**src/rtl/sr_using_t_bank.sv**
```systemverilog
// WIDTH-channel SR bank built from T flip-flops, with illegal S=R=1 monitoring.
// Optional macro SR_INVALID_TOGGLE_EN: S=R=1 toggles the channel (JK) instead of holding.

module sr_t_cell (
    input  logic clk,
    input  logic rst,
    input  logic en,
    input  logic s,
    input  logic r,
    input  logic clr_err,
    output logic q,
    output logic t,
    output logic err,
    output logic inv
);
    logic r_q;
    logic r_err;
    logic w_inv;
    logic w_t_sr;

    assign w_inv  = en & s & r;
    assign w_t_sr = en & ((s & ~r & ~r_q) | (r & ~s & r_q));
`ifdef SR_INVALID_TOGGLE_EN
    assign t = w_t_sr | w_inv;
`else
    assign t = w_t_sr;
`endif

    always_ff @(posedge clk) begin
        if (rst) begin
            r_q   <= 1'b0;
            r_err <= 1'b0;
        end else begin
            r_q <= r_q ^ t;
            // Clear first, then record this cycle's event.
            if (clr_err) r_err <= w_inv;
            else         r_err <= r_err | w_inv;
        end
    end

    assign q   = r_q;
    assign err = r_err;
    assign inv = w_inv;
endmodule

module sr_using_t_bank #(
    parameter int WIDTH = 8,
    parameter int CNT_W = 8
) (
    input  logic             clk,
    input  logic             rst,
    input  logic             en,
    input  logic [WIDTH-1:0] S,
    input  logic [WIDTH-1:0] R,
    input  logic             clr_err,
    output logic [WIDTH-1:0] Q,
    output logic [WIDTH-1:0] T,
    output logic [WIDTH-1:0] err_flag,
    output logic [CNT_W-1:0] err_cnt,
    output logic             changed
);
    localparam logic [CNT_W-1:0] CNT_MAX = {CNT_W{1'b1}};

    logic [WIDTH-1:0] w_inv;
    logic [CNT_W-1:0] r_cnt;
    logic             r_changed;

    for (genvar i = 0; i < WIDTH; i++) begin : g_ch
        sr_t_cell u_cell (
            .clk     (clk),
            .rst     (rst),
            .en      (en),
            .s       (S[i]),
            .r       (R[i]),
            .clr_err (clr_err),
            .q       (Q[i]),
            .t       (T[i]),
            .err     (err_flag[i]),
            .inv     (w_inv[i])
        );
    end

    always_ff @(posedge clk) begin
        if (rst) begin
            r_cnt     <= '0;
            r_changed <= 1'b0;
        end else begin
            r_changed <= |T;
            if (clr_err)
                r_cnt <= (|w_inv) ? CNT_W'(1) : '0;
            else if ((|w_inv) && (r_cnt != CNT_MAX))
                r_cnt <= r_cnt + CNT_W'(1);
        end
    end

    assign err_cnt = r_cnt;
    assign changed = r_changed;
endmodule

```
**config.mk**
```make
export PLATFORM = sky130hd
export DESIGN_NAME = sr_using_t_bank
export DESIGN_NICKNAME = d
export VERILOG_FILES = /design/src/rtl/sr_using_t_bank.sv
export SDC_FILE = /design/constraint.sdc
export NUM_CORES = 1
export LEC_CHECK = 0
export BUFFER_PORTS_ARGS = -buffer_cell sky130_fd_sc_hd__buf_4
export CORE_ASPECT_RATIO = 0.6
export CORE_MARGIN = 8
export CORE_UTILIZATION = 49
export CTS_CLUSTER_DIAMETER = 30
export CTS_CLUSTER_SIZE = 16
export DETAILED_ROUTE_END_ITERATION = 8
export GPL_ROUTABILITY_DRIVEN = 0
export PLACE_DENSITY_LB_ADDON = 0.1
export REMOVE_ABC_BUFFERS = 1
export SYNTH_ARGS = -nofsm -noshare
export SYNTH_HDL_FRONTEND = slang
export SYNTH_HIERARCHICAL = 1
export SYNTH_SLANG_ARGS = --single-unit
```
**constraint.sdc**
```tcl
create_clock -name clk -period 2.25 [get_ports clk]
set_input_delay 0.3375 -clock clk [delete_from_list [all_inputs] [get_ports clk]]
set_output_delay 0.3375 -clock clk [all_outputs]
set_load 0.005 [all_outputs]
```
======== Word-level counts from Yosys, hierarchy flattened ========
Index checks and enable logic that the tools add are counted.
cells by class
  bitwise logic cells ..................... 104
  mux-type cells .......................... 11
  $add $sub $neg .......................... 1
  reductions and logical operators ........ 4
  equality and inequality tests ........... 1
operators with widths
  cell                                                            count
  1-bit AND                                                       56
  1-bit inverter                                                  24
  8-bit 2-to-1 mux                                                2
  1-bit bitwise OR                                                16
  8-bit OR reduction                                              2
  1-bit 2-to-1 mux                                                9
  8-bit by 1-bit adder with 8-bit output (second input constant)  1
  8-bit inequality test (second input constant)                   1
  1-bit XOR                                                       8
  2-bit nonzero test                                              1
  1-bit logical AND                                               1
word-level totals
  input bits .............................. 20
  register bits ........................... 25
  output and inout bits ................... 33
  word-level logic and storage cells ...... 139

======== Depth between registers and ports, before layout ========
Gate-level depths: netlist (run 1).
  depth after elaboration ................. 6
  gate-level depth with buffers ........... 5
  gate-level depth less buffers ........... 5

======== Cells and area by module ========
Netlist (run 1), hierarchy kept.
by module, submodules not included
  module           times used  area an instance (µm²)  seq. area each (µm²)  cells each
  sr_t_cell        8           116.4                   40.0                  15
  sr_using_t_bank  1           496.7                   180.2                 51

======== Least setup slack after synthesis (run 1) ========
Ideal clock, no wire load.
  path type ............................... in2reg
  from .................................... input port R[5]
  to ...................................... register r_cnt[0] (netlist: err_cnt[0])
  arrival ................................. 1.778 ns
  cell stages on the path ................. 5
  setup time .............................. 0.066 ns
  setup slack ............................. 0.406 ns
  buffers on the path ..................... 0
  required time ........................... 2.184 ns
  path through ............................ and3_4 > or4_4 > o22ai_4 > mux2_4 > a21oi_2
between the ends
  longest elaborated chain between the ends .. 4
  elaborated cells on any way between the ends .. 6
  those cells by class .................... 2 x mux; 1 x bitwise; 3 x reduce/logical
ends and longest elaborated chain
  what                                                    line    text
  start, declared                                         54      input logic [WIDTH-1:0] R,
  1-bit AND (*)                                           21      assign w_inv = en & s & r;
  8-bit OR reduction (*)                                  90, 91
  1-bit 2-to-1 mux or 1-bit logical AND (tied branches)   90, 91
  8-bit 2-to-1 mux or 2-bit nonzero test (tied branches)  -
  end signal, assigned                                    90      r_cnt <= (|w_inv) ? CNT_W'(1) : '0;
  end signal, assigned                                    92      r_cnt <= r_cnt + CNT_W'(1);
  end, declared                                           65      logic [CNT_W-1:0] r_cnt;
Mark *: on every way between the ends. The rest lies on a longest branch, timed or not.
A chain may end at the register's enable or synchronous reset.

======== Final worst setup path (run 1) ========
  from .................................... register r_cnt[0] (netlist: err_cnt[0])
  to ...................................... register r_cnt[5] (netlist: err_cnt[5])
between the ends
  longest elaborated chain between the ends .. 3
  elaborated cells on any way between the ends .. 6
  those cells by class .................... 1 x add/sub; 1 x eq/ne; 2 x mux; 2 x reduce/logical
ends and longest elaborated chain
  what                                                                             line    text
  8-bit by 1-bit adder with 8-bit output or 8-bit inequality test (tied branches)  92, 91
  8-bit 2-to-1 mux or 1-bit logical AND (tied branches)                            91      else if ((|w_inv) && (r_cnt != CNT_MAX))
  8-bit 2-to-1 mux or 2-bit nonzero test (tied branches)                           -
Several ways; a longest one is shown, not always the timed one. The select of a mux whose other input is x is not followed.

==> impl_metrics.env, run 1 <==
export IMPL_synthDistinctLibCells=34
export IMPL_slew_violations=0
export IMPL_via_per_inst=5.34
export IMPL_clock_path_buffers=2
export IMPL_syn2layout_area_growth_pct=34.4
export IMPL_start_util_pct=50.7
export IMPL_grt_overflow_total=0
export IMPL_cts_root_buffer="clkbuf_8"
export IMPL_port_buffer_count=52
export IMPL_switching_share_pct=27.5
export IMPL_layout_common_cells="54 x buf_4, 27 x nand2_1, 25 x dfxtp_1, 13 x a21oi_1"
export IMPL_clk_latency_ns=0.27
export IMPL_clkPwrFrac_pct=27.7
export IMPL_relSlewSlack_pct=73.6
export IMPL_p_seq_share_pct=50.0
export IMPL_fin_util_pct=68.1
export IMPL_max_clock_freq_ghz=0.542
export IMPL_met2_length_mm=1.72
export IMPL_yosysSeqAreaShare_pct=35.1
export IMPL_cts_setup_buffers=0
export IMPL_numCtsBuffers=3
export IMPL_cts_sinks=25
export IMPL_multi_input_area_um2=893
export IMPL_highest_layer="met4"
export IMPL_core_area_um2=2820
export IMPL_grt_pass1_wl_mm=6.17
export IMPL_rsz0062_at_grt="false"
export IMPL_fillCellCount=237
export IMPL_die_x_um=85.7
export IMPL_cts_max_level=1
export IMPL_fin_tns_setup_ns=0
export IMPL_finalHoldViolations=0
export IMPL_ant_nets=0
export IMPL_crit_path_max_fanout=9
export IMPL_power_total_w=0.000968
export IMPL_power_frac_comb_pct=22.4
export IMPL_clk_pin_slew_ns=0.09
export IMPL_grt_pass1_vias=1346
export IMPL_grtUsageTotal_pct=15.1
export IMPL_critPathLaunchType="flop"
export IMPL_finalClockSkew_ns=0.00586
export IMPL_rows=15
export IMPL_endpoint_kind="flop"
export IMPL_nets=250
export IMPL_routed_wl_mm=3.88
export IMPL_yosys_register_bits=25
export IMPL_min_path_type="primary input to flop"
export IMPL_critical_path_required_ns=2.46
export IMPL_min_period_over_period_pct=82.0
export IMPL_first_pass_iters=4
export IMPL_antenna_found_initial=0
export IMPL_drive_gt1_share_pct=41.2
export IMPL_layout_min_cycle_time_ns=1.85
export IMPL_ir_worst_vdd_uv=383
export IMPL_p_sw_w=0.000266
export IMPL_cts_tree="built"
export IMPL_dieArea_um2=4950
export IMPL_path_class="flop to flop"
export IMPL_synthCells=171
export IMPL_wl_per_cell_um=14.8
export IMPL_wl_met3_um=340
export IMPL_power_density_nw_per_um2=504
export IMPL_first_iter_violations=120
export IMPL_placed_area_um2=1870
export IMPL_arrival_ns=2.06
export IMPL_ioPinCount=53
export IMPL_antenna_cells=0
export IMPL_layout_commonest_cell="buf_4"
export IMPL_max_cap_violations=0
export IMPL_syn_area_per_cell_um2=8.35
export IMPL_outcome="finished, final reports clean"
export IMPL_synth_area_um2=1430
export IMPL_internal_power_w=0.000702
export IMPL_worstMarginPinSlew_ns=0.392
export IMPL_leakagePower_nw=0.822
export IMPL_grt_max_degree=22
export IMPL_wl_met1_mm=1.79
export IMPL_num_vias=1400
export IMPL_setup_viol=0
export IMPL_cts_resized=0
export IMPL_area_sequential_um2=500
export IMPL_drc=0
export IMPL_hpwl_mm=3.05
export IMPL_ys_warn_count=6
export IMPL_fin_area_um2=1920
export IMPL_holdBufCountCts=0
export IMPL_die_height_um=57.8
-- worst paths after layout --
check	depth (start not counted)	startpoint	slack (ns)	endpoint
setup / recovery	6	err_cnt[0]	0.40	err_cnt[5]
hold / removal	3	S[6]	0.35	g_ch[6].u_cell/q
hold reg to reg	2	g_ch[6].u_cell/q	0.51	g_ch[6].u_cell/q
setup reg to reg	6	err_cnt[0]	0.40	err_cnt[5]
-- per-layer routing --
metal | global-route usage [%] | vias to the layer above
li1 | - | 712
met1 | 18.2 | 641
met2 | 24.8 | 45
met3 | 6.90 | 2
met4 | 1.24 | 0
met5 | 0 | -
-- through the flow --
stage	worst slack, ns	instances	hold WS, ns
after floorplan	0.406	170	0.400
after global placement	0.261	258	0.478
after detailed placement	0.201	258	0.493
after CTS	0.388	262	0.350
after global routing	0.297	262	0.351
final	0.404	262	0.353
-- power by group through the flow --
stage	sequential, W	combinational (W)	clock (W)
finish	0.000484	0.000216	0.000268
CTS	0.000483	0.000218	0.000273
detailed placement	0.000493	0.000218	0
global placement	0.000491	0.000210	0
floorplan	0.000492	0.000100	0
global route	0.000487	0.000238	0.000291
-- cells in the mapped netlist (all sizes together) --
master,n,area (um^2)
o2111a,1,11.3
ha,1,12.5
nand3b,8,60.1
or2,1,6.26
nor2b,9,56.3
mux2i,1,10.0
nand4,1,21.3
xor2,1,8.76
clkbuf,1,3.75
and3,9,96.4
o21ai,12,60.1
nor2,19,91.3
inv,8,30.0
a21boi,8,60.1
a211oi,1,7.51
nand2,27,101
nand3,2,15.0
mux2,1,15.0
or3,4,27.5
or2b,1,8.76
o31ai,1,7.51
nor4,2,12.5
o22ai,1,20.0
o221ai,1,8.76
or4,3,31.3
dfxtp,25,500
a21oi,22,144
-- flip-flops by register name, summed over array words and instances, names as in the netlist --
signal	cells
g_ch.u_cell/q	8
changed	1
g_ch.u_cell/err	8
err_cnt	8
-- cell families after synthesis --
group | count (synthesis) | synth area share [%]
adders and majority gates | 1 | 0.876
buffers and inverters | 9 | 2.37
DFF | 25 | 35.1
and+or+nand+nor | 86 | 37.0
xor gates and xnor gates | 1 | 0.614
AOI/OAI and AO/OA | 47 | 22.3
muxes | 2 | 1.75
-- final cells by class --
class / count / area share, %
clock inverters: 1 / 0.261
clock buffers: 3 / 2.15
repair buffers: 54 / 21.1
well taps: 34 / 2.22
flip-flops and latches: 25 / 26.1
inverters: 8 / 1.57
multi-input cells: 137 / 46.6
-- worst max-delay path: stages, from the launching register on --
cell,delay (ns)
dfxtp_1,0.36
ha_1,0.25
nand3_2,0.13
o22ai_4,0.09
buf_4,0.17
or4_2,0.63
a21oi_1,0.15
Power figures use the tool's default switching activity.
==> inputs of run 2 (changes only) <==
==> constraint.sdc (replaced) <==
create_clock -name clk -period 1.8 [get_ports clk]
set_input_delay 0.27 -clock clk [delete_from_list [all_inputs] [get_ports clk]]
set_output_delay 0.27 -clock clk [all_outputs]
set_load 0.005 [all_outputs]
==> run 2 against run 1 <==
Net effect:
- power rose by 28%
- combinational power is 42% higher
- critical path depth is 1 lower
- die area did not move
- sequential share of layout area is 1.4 points lower
- via count is 9.1% higher
- clock skew down 0.0017 ns
- maximum frequency up 4.5%
- critical path type unchanged
==> impl_metrics.env, run 2 (same netlist as run 1, synthesis figures left out) <==
export IMPL_outcome="finished, final reports clean"
export IMPL_worstMarginPinSlew_ns=0.380
export IMPL_crit_path_max_fanout=4
export IMPL_critical_path_required_ns=1.99
export IMPL_clock_path_buffers=2
export IMPL_holdBufCountCts=0
export IMPL_wl_met1_mm=1.82
export IMPL_first_iter_violations=90
export IMPL_clk_latency_ns=0.27
export IMPL_drc=0
export IMPL_placed_area_um2=1980
export IMPL_setup_viol=0
export IMPL_hpwl_mm=3.43
export IMPL_slew_violations=0
export IMPL_numCtsBuffers=3
export IMPL_first_pass_iters=4
export IMPL_max_clock_freq_ghz=0.566
export IMPL_endpoint_kind="flop"
export IMPL_layout_common_cells="69 x buf_4, 27 x nand2_1, 25 x dfxtp_1, 13 x a21oi_1"
export IMPL_fillCellCount=222
export IMPL_arrival_ns=1.96
export IMPL_grt_pass1_vias=1504
export IMPL_min_period_over_period_pct=98.1
export IMPL_grt_max_degree=20
export IMPL_ir_worst_vdd_uv=436
export IMPL_grt_pass1_wl_mm=6.86
export IMPL_cts_max_level=1
export IMPL_routed_wl_mm=4.30
export IMPL_clk_pin_slew_ns=0.09
export IMPL_wl_per_cell_um=15.5
export IMPL_critPathLaunchType="flop"
export IMPL_core_area_um2=2820
export IMPL_port_buffer_count=52
export IMPL_drive_gt1_share_pct=44.4
export IMPL_cts_tree="built"
export IMPL_nets=265
export IMPL_num_vias=1528
export IMPL_layout_commonest_cell="buf_4"
export IMPL_grt_overflow_total=0
export IMPL_ioPinCount=53
export IMPL_via_per_inst=5.52
export IMPL_cts_setup_buffers=0
export IMPL_path_class="flop to flop"
export IMPL_finalHoldViolations=0
export IMPL_wl_met3_um=328
export IMPL_rows=15
export IMPL_power_total_w=0.00124
export IMPL_grtUsageTotal_pct=16.9
export IMPL_cts_root_buffer="clkbuf_8"
export IMPL_leakagePower_nw=0.895
export IMPL_dieArea_um2=4950
export IMPL_start_util_pct=50.7
export IMPL_min_path_type="primary input to flop"
export IMPL_syn2layout_area_growth_pct=42.2
export IMPL_die_height_um=57.8
export IMPL_max_cap_violations=0
export IMPL_ant_nets=0
export IMPL_met2_length_mm=2.08
export IMPL_cts_resized=0
export IMPL_fin_area_um2=2030
export IMPL_multi_input_area_um2=893
export IMPL_fin_util_pct=72.1
export IMPL_finalClockSkew_ns=0.00421
export IMPL_highest_layer="met4"
export IMPL_area_sequential_um2=500
export IMPL_antenna_cells=0
export IMPL_relSlewSlack_pct=74.4
export IMPL_layout_min_cycle_time_ns=1.77
export IMPL_rsz0062_at_grt="false"
export IMPL_cts_sinks=25
export IMPL_power_density_nw_per_um2=612
export IMPL_die_x_um=85.7
export IMPL_antenna_found_initial=0
[run 2: worst max-delay path, stage by stage (launching register included)]
cell	delay, ns
dfxtp_1	0.34
ha_1	0.24
nand3_2	0.14
o22ai_4	0.10
or4_2	0.67
a21oi_1	0.20
[run 2: power breakdown]
group	switching (W)	internal, W	total [W]
clock	0.000176	0.000158	0.000334
sequential	0.0000243	0.000579	0.000603
combinational	0.000139	0.000166	0.000306
[run 2: metrics by stage]
| step | TNS, ns | worst slack (ns) | instances | hold WS [ns] |
|---|---|---|---|---|
| 2_1_floorplan | 0 | 0.0238 | 170 | 0.332 |
| 3_3_place_gp | -0.521 | -0.105 | 273 | 0.479 |
| 3_5_place_dp | -1.03 | -0.163 | 273 | 0.483 |
| 4_1_cts | 0 | 0.0817 | 277 | 0.282 |
| 5_1_grt | 0 | 0.0296 | 277 | 0.277 |
| 6_report | 0 | 0.0341 | 277 | 0.284 |
[run 2: final timing paths]
path,to,depth (start not counted),start,slack (ns)
worst max register to register,err_cnt[5],5,err_cnt[0],0.03
worst min register to register,g_ch[2].u_cell/q,2,g_ch[2].u_cell/q,0.51
worst min-delay path,g_ch[7].u_cell/q,3,S[7],0.28
worst max-delay path,err_cnt[5],5,err_cnt[0],0.03
[run 2: per-layer routing]
metal,vias up,global-route usage (%)
li1,741,-
met1,721,18.5
met2,56,31.0
met3,10,5.92
met4,0,3.47
met5,-,0
[run 2: area by class of cell]
| class | instances | share of cell area, % |
|---|---|---|
| Multi-Input combinational cell | 137 | 44.0 |
| Clock buffer | 4 | 2.22 |
| Tap cell | 34 | 2.10 |
| Sequential cell | 25 | 24.7 |
| Inverter | 8 | 1.48 |
| Timing Repair Buffer | 69 | 25.5 |
